[config.mk]
export PLATFORM = sky130hd
export DESIGN_NAME = mac_accum_ctrl_flat
export DESIGN_NICKNAME = d
export VERILOG_FILES = /design/src/rtl/mac_accum_ctrl_if.sv /design/src/rtl/mac_accum_ctrl.sv /design/src/flat_wrapper.sv
export SDC_FILE = /design/constraint.sdc
export NUM_CORES = 1
export LEC_CHECK = 0
export ABC_AREA = 1
export CORE_MARGIN = 3
export CORE_UTILIZATION = 60
export DETAILED_ROUTE_END_ITERATION = 12
export DONT_BUFFER_PORTS = 1
export PLACE_DENSITY = 0.86
export SLEW_MARGIN = 15
export SYNTH_ARGS = -nofsm -noshare
export SYNTH_HDL_FRONTEND = slang
export SYNTH_SLANG_ARGS = --single-unit
[constraint.sdc]
create_clock -name clk_n -period 5.3 [get_ports clk_n]
set_input_delay 0.795 -clock clk_n [delete_from_list [all_inputs] [get_ports clk_n]]
set_output_delay 0.795 -clock clk_n [all_outputs]
set_load 0.03 [all_outputs]
[src/rtl/mac_accum_ctrl_if.sv]
// ============================================================================
// Module : mac_accum_ctrl_if
// Brief  : Operand/result bundle between a MAC accumulator and its user.
// Rev    : 1.0  initial release
// ============================================================================
`default_nettype none

interface mac_accum_ctrl_if #(
  parameter int WIDTH     = 8,
  parameter int ACC_WIDTH = 20
);
  logic                    start;
  logic signed [WIDTH-1:0] a_in;
  logic signed [WIDTH-1:0] b_in;
  logic                    in_valid;
  logic                    in_ready;
  logic [ACC_WIDTH-1:0]    result;
  logic                    ld;
  logic                    busy;

  modport master (
    output start, a_in, b_in, in_valid,
    input  in_ready, result, ld, busy
  );

  modport slave (
    input  start, a_in, b_in, in_valid,
    output in_ready, result, ld, busy
  );
endinterface

`default_nettype wire

[src/rtl/mac_accum_ctrl.sv]
// ============================================================================
// Module : mac_accum_ctrl
// Brief  : Signed dot-product accumulator over LEN operand pairs, falling-edge
//          clocked. Define MAC_ACCUM_SATURATE_EN for clamping adds (else wrap).
// Rev    : 1.0  initial release
// ============================================================================
`default_nettype none

module mac_accum_ctrl #(
  parameter int WIDTH     = 8,
  parameter int ACC_WIDTH = 20,
  parameter int LEN       = 4
) (
  input  wire logic          clk_n,
  input  wire logic          rst_n,
  mac_accum_ctrl_if.slave    bus
);

  localparam int c_cnt_w = $clog2(LEN + 1);

  typedef enum logic [1:0] {
    S_IDLE  = 2'd0,
    S_ACCUM = 2'd1,
    S_DONE  = 2'd2
  } state_t;

  state_t                        r_state;
  state_t                        w_state_next;
  logic signed [ACC_WIDTH-1:0]   r_acc;
  logic [ACC_WIDTH-1:0]          r_result;
  logic [c_cnt_w-1:0]            r_count;

  logic                          w_fire;
  logic                          w_last;
  logic signed [2*WIDTH-1:0]     w_a_ext;
  logic signed [2*WIDTH-1:0]     w_b_ext;
  logic signed [2*WIDTH-1:0]     w_prod;
  logic signed [ACC_WIDTH-1:0]   w_prod_ext;
  logic signed [ACC_WIDTH-1:0]   w_sum;
  logic signed [ACC_WIDTH-1:0]   w_acc_next;

  assign w_fire = (r_state == S_ACCUM) && bus.in_valid;
  assign w_last = w_fire && (r_count == c_cnt_w'(LEN - 1));

  // Operands widened first so the multiply yields the exact signed product.
  assign w_a_ext    = (2*WIDTH)'(bus.a_in);
  assign w_b_ext    = (2*WIDTH)'(bus.b_in);
  assign w_prod     = w_a_ext * w_b_ext;
  assign w_prod_ext = ACC_WIDTH'(w_prod);
  assign w_sum      = r_acc + w_prod_ext;

`ifdef MAC_ACCUM_SATURATE_EN
  localparam logic signed [ACC_WIDTH-1:0] c_acc_max = {1'b0, {(ACC_WIDTH-1){1'b1}}};
  localparam logic signed [ACC_WIDTH-1:0] c_acc_min = {1'b1, {(ACC_WIDTH-1){1'b0}}};
  logic w_ovf;

  // Overflow only when both addends share a sign the sum does not.
  assign w_ovf      = (r_acc[ACC_WIDTH-1] == w_prod_ext[ACC_WIDTH-1]) &&
                      (w_sum[ACC_WIDTH-1] != r_acc[ACC_WIDTH-1]);
  assign w_acc_next = w_ovf ? (r_acc[ACC_WIDTH-1] ? c_acc_min : c_acc_max) : w_sum;
`else
  assign w_acc_next = w_sum;
`endif

  always_comb begin
    w_state_next = r_state;
    case (r_state)
      S_IDLE:  if (bus.start) w_state_next = S_ACCUM;
      S_ACCUM: if (w_last)    w_state_next = S_DONE;
      S_DONE:                 w_state_next = S_IDLE;
      default:                w_state_next = S_IDLE;
    endcase
  end

  always_ff @(negedge clk_n or posedge rst_n) begin
    if (rst_n) begin
      r_state <= S_IDLE;
    end else begin
      r_state <= w_state_next;
    end
  end

  always_ff @(negedge clk_n or posedge rst_n) begin
    if (rst_n) begin
      r_acc    <= '0;
      r_count  <= '0;
      r_result <= '0;
    end else if ((r_state == S_IDLE) && bus.start) begin
      r_acc   <= '0;
      r_count <= '0;
    end else if (w_fire) begin
      r_acc   <= w_acc_next;
      r_count <= r_count + 1'b1;
      if (w_last) begin
        r_result <= w_acc_next;
      end
    end
  end

  assign bus.in_ready = (r_state == S_ACCUM);
  assign bus.ld       = (r_state == S_DONE);
  assign bus.busy     = (r_state != S_IDLE);
  assign bus.result   = r_result;

endmodule

`default_nettype wire

[src/flat_wrapper.sv]
// flat-port wrapper written by rule: the top's interface ports become plain ports
module mac_accum_ctrl_flat 
#(
  parameter int WIDTH     = 8,
  parameter int ACC_WIDTH = 20,
  parameter int LEN       = 4
)
  (clk_n, rst_n, bus_start, bus_a_in, bus_b_in, bus_in_valid, bus_in_ready, bus_result, bus_ld, bus_busy);
  mac_accum_ctrl_if #(.WIDTH(WIDTH), .ACC_WIDTH(ACC_WIDTH)) bus_i ();
  input  wire logic clk_n;
  input  wire logic rst_n;
  input wire logic [$bits(bus_i.start)-1:0] bus_start;
  input wire logic [$bits(bus_i.a_in)-1:0] bus_a_in;
  input wire logic [$bits(bus_i.b_in)-1:0] bus_b_in;
  input wire logic [$bits(bus_i.in_valid)-1:0] bus_in_valid;
  output wire logic [$bits(bus_i.in_ready)-1:0] bus_in_ready;
  output wire logic [$bits(bus_i.result)-1:0] bus_result;
  output wire logic [$bits(bus_i.ld)-1:0] bus_ld;
  output wire logic [$bits(bus_i.busy)-1:0] bus_busy;
  assign bus_i.start = bus_start;
  assign bus_i.a_in = bus_a_in;
  assign bus_i.b_in = bus_b_in;
  assign bus_i.in_valid = bus_in_valid;
  assign bus_in_ready = bus_i.in_ready;
  assign bus_result = bus_i.result;
  assign bus_ld = bus_i.ld;
  assign bus_busy = bus_i.busy;
  mac_accum_ctrl #(.WIDTH(WIDTH), .ACC_WIDTH(ACC_WIDTH), .LEN(LEN)) u_core (.clk_n(clk_n), .rst_n(rst_n), .bus(bus_i));
endmodule
Yosys cells after proc, flatten, opt, wreduce, memory -nomap -nowiden
Index checks and enable logic that the tools add are counted.
{"block": "totals", "register_bits": 45, "input_bits": 20, "word_cells": 28}
{"block": "classes", "addsub": 2, "mul": 1, "eq_ne": 5, "n_mux": 7, "n_bitwise": 1, "reduce_logical": 8}
{"cell": "20-bit 2-to-1 mux", "n": 2}
{"cell": "20-bit by 16-bit adder with 20-bit output", "n": 1}
{"cell": "8-bit by 8-bit multiplier with 16-bit output", "n": 1}
{"cell": "3-bit 2-to-1 mux", "n": 2}
{"cell": "2-bit 2-to-1 mux", "n": 2}
{"cell": "2-bit case mux with 2 select lines", "n": 1}
{"cell": "2-bit nonzero test", "n": 2}
{"cell": "3-bit by 1-bit adder with 3-bit output, second input constant", "n": 1}
{"cell": "3-bit by 2-bit == test with 1-bit output, second input constant", "n": 1}
{"cell": "1-bit logical AND", "n": 3}
{"cell": "3-bit AND reduction", "n": 1}
{"cell": "2-bit by 1-bit == test with 1-bit output, second input constant", "n": 1}
{"cell": "2-bit == test, second input constant", "n": 1}
{"cell": "2-bit zero test", "n": 1}
{"cell": "2-bit by 1-bit inequality test with 1-bit output, second input constant", "n": 1}
{"cell": "2-bit inequality test, second input constant", "n": 1}
{"cell": "2-bit AND reduction", "n": 1}
{"cell": "1-bit NOT", "n": 1}

Depth between registers and ports, before layout
{"block": "depth", "depth_word": 5, "mapped_depth": 22, "ltp_nobuf": 21}

==> impl_metrics.env <==
export IMPL_run_status="complete, but fails checks"
export IMPL_violations="negative setup slack"
export IMPL_dr_pass1_iters=6
export IMPL_wl_per_cell_um=19.2
export IMPL_async_flop_share_pct=100
export IMPL_synth_simple_gate_area_share_pct=19.8
export IMPL_r2r_setup_slack_ns=0.91
export IMPL_synth_seq_cells=45
export IMPL_required_ns=2.81
export IMPL_worstPathArrival_ns=4.73
export IMPL_die_area_sq_mm=0.0106
export IMPL_final_cell_mix="143 x nand2_1, 140 x inv_1, 81 x fa_1"
export IMPL_syn_area_sq_mm=0.00561
export IMPL_final_antenna_net_count=0
export IMPL_r2r_worst_path_cells=17
export IMPL_vias=4688
export IMPL_holdWs_ns=0.463
export IMPL_synth_cells=675
export IMPL_place_congestion=0.945
export IMPL_min_to="u_core.r_count[1]$_DFFE_NP0P_"
export IMPL_worst_pin_slew_ns=0.841
export IMPL_crit_fanout=4
export IMPL_cap_violations=0
export IMPL_final_common_cell="nand2_1"
export IMPL_initial_core_util_pct=63.1
export IMPL_grt_pass1_vias=4974
export IMPL_hold_path_class="reg -> reg"
export IMPL_r2r_start="u_core.r_acc[6]$_DFFE_NP0P_"
export IMPL_r2r_end="u_core.bus.result[12]$_DFFE_NP0P_"
export IMPL_ys_seq_area_share_pct=20.1
export IMPL_worstSkewPairLatency_ns=0.30
export IMPL_antenna_found_initial=0
export IMPL_grtUsageTotal_pct=29.5
export IMPL_ctsHoldBuffers=0
export IMPL_io_buffer_count=0
export IMPL_pre_cts_ws_ns=-2.20
export IMPL_cp_end_kind="register"
export IMPL_cts_path_max_buffers=2
export IMPL_cpPeakStageDelay_ns=0.58
export IMPL_worst_path_buf_inv=2
export IMPL_clkTransAtPathRegs_ns=0.06
export IMPL_ctsHtreeMaxLevel=2
export IMPL_fin_cells=818
export IMPL_skew_ns=0.00332
export IMPL_crit_type="in -> reg"
export IMPL_drive_gt1_share_pct=30.4
export IMPL_core_sq_mm=0.00889
export IMPL_die_h_um=103
export IMPL_synthMuxAreaShare_pct=0
export IMPL_synth_compound_area_share_pct=3.95
export IMPL_setup_viol=34
export IMPL_cts_sinks=45
export IMPL_cts_tree="done"
export IMPL_cp_start_kind="primary input"
export IMPL_synthAdderAreaFrac_pct=42.1
export IMPL_hpwl_um=10900
export IMPL_synthXorXnorAreaFrac_pct=0.780
export IMPL_grt_overflow=0
export IMPL_slowest_stage="fa_2"
export IMPL_avgViaCountPerCell=5.73
export IMPL_yosys_warnings=0
export IMPL_cp_top_family="adder cells"
export IMPL_nets=865
export IMPL_syn_nets=831
export IMPL_pin_count=43
export IMPL_area_growth_pct=26.9
export IMPL_rsz0062_at_grt="yes"
export IMPL_die_x_um=103
export IMPL_avgSynthCellArea_sq_um=8.32
export IMPL_dp_cells=799
export IMPL_nFillCells=489
export IMPL_holdPathStages=1
export IMPL_timing_final_ws_setup_ns=-1.93
export IMPL_row_count=34
export IMPL_slew_headroom_pct=43.6
export IMPL_drv_slew=0
export IMPL_crit_top_cell="fa_1"
export IMPL_numCtsBuffers=5
export IMPL_synth_edf_count=0
export IMPL_synth_top_family_by_area="adder cells"
export IMPL_cts_root_buf="clkbuf_8"
export IMPL_min_delay_start="u_core.r_count[1]$_DFFE_NP0P_"
export IMPL_route_detailed_drc=0
export IMPL_crit_chain="inv_16 -> or2_4 -> fa_1 -> fa_1 -> inv_2 -> fa_1 -> fa_2 -> fa_2 -> ha_4 -> a21oi_2 -> nand2_2 -> nand2_2 -> nand3_4 -> or2_4 -> nand3_1 -> nand2_1"
export IMPL_dr_first_iter_drc_count=293
export IMPL_grt_pass1_wl_um=24000
export IMPL_routed_wl_um=15700
export IMPL_diodes=0
export IMPL_grt_max_degree=24
export IMPL_synth_flop_cell="dfrtn_1"
export IMPL_ys_types=35
export IMPL_hold_viol=0
## how the worst max path moves through the flow
stage	start	endpoint	slack (ns)	cells past startpoint
5_1_grt	bus_b_in[7]	u_core.bus.result[12]$_DFFE_NP0P_	-2.01	16
3_5_place_dp	bus_b_in[7]	u_core.bus.result[13]$_DFFE_NP0P_	-2.20	18
3_3_place_gp	bus_b_in[7]	u_core.bus.result[13]$_DFFE_NP0P_	-2.13	18
6_report	bus_b_in[7]	u_core.bus.result[12]$_DFFE_NP0P_	-1.93	16
2_1_floorplan	bus_b_in[0]	u_core.r_acc[19]$_DFFE_NP0P_	-2.16	21
4_1_cts	bus_a_in[7]	u_core.bus.result[17]$_DFFE_NP0P_	-1.78	20
## per-stage QoR
stage / utilization (%) / instance area [sq um] / TNS (ns)
floorplan: - / 6200 / -60.32
global placement: 71.9 / 6390 / -61.14
detailed placement: 71.9 / 6390 / -63.16
CTS: 76.7 / 6820 / -49.68
global route: 80.1 / 7120 / -55.15
finish: 80.1 / 7120 / -51.96
## metal layers
metal	vias to the layer above	wire, um	GRT usage, %
li1	2062	-	-
met1	2313	5550	35.6
met2	232	8340	52.7
met3	81	1030	5.82
met4	0	781	10.1
met5	-	0	0
## logic make-up (layout without fill, tap and decap cells)
| group | after synthesis | count (layout) |
|---|---|---|
| simple gates | 262 | 262 |
| compound gates | 40 | 40 |
| buf+inv | 187 | 222 |
| flops | 45 | 45 |
| xor+xnor | 5 | 5 |
| fa+ha+maj | 136 | 136 |
## registers in the layout, indices dropped and copies added (netlist names)
register	flops
u_core.bus.result	20
u_core.r_acc	20
u_core.r_count	3
u_core.r_state	2
## layout make-up
| class | count | area (sq um) | share of cell area (%) |
|---|---|---|---|
| tap | 108 | 135 | 1.90 |
| inverter | 165 | 652 | 9.15 |
| clock inverter | 2 | 38.8 | 0.544 |
| sequential | 45 | 1130 | 15.8 |
| timing repair buffer | 49 | 427 | 5.99 |
| clock buffer | 6 | 72.6 | 1.02 |
| multi-input combinational | 443 | 4670 | 65.6 |
## Yosys cell counts (2+ instances only)
library cell / n / area share, %
a21oi_1: 12 / 1.1
buf_6: 5 / 1.0
clkbuf_1: 15 / 1.0
dfrtn_1: 45 / 20
fa_1: 88 / 31
ha_1: 48 / 11
inv_1: 161 / 11
nand2_1: 182 / 12
nand2_2: 5 / 0.56
nand3_1: 34 / 3.0
nand3b_1: 5 / 0.67
nand4_1: 4 / 0.45
nor2_1: 23 / 1.5
o21a_1: 2 / 0.27
o21ai_0: 16 / 1.4
o21ai_1: 2 / 0.18
o22ai_1: 5 / 0.56
or2_1: 2 / 0.22
or2_2: 2 / 0.22
xnor2_1: 4 / 0.62
## what timing repair did
action                     4_1_cts  5_1_grt
cloned                           1        0
pin swaps                       70       61
setup endpoints to repair       34       34
hold endpoints to repair         0        0
resized for setup               67       71
buffers inserted                 7        5
Power is not shown: default switching activity piles up to over one toggle a cycle in this logic, so the estimate is an artifact.
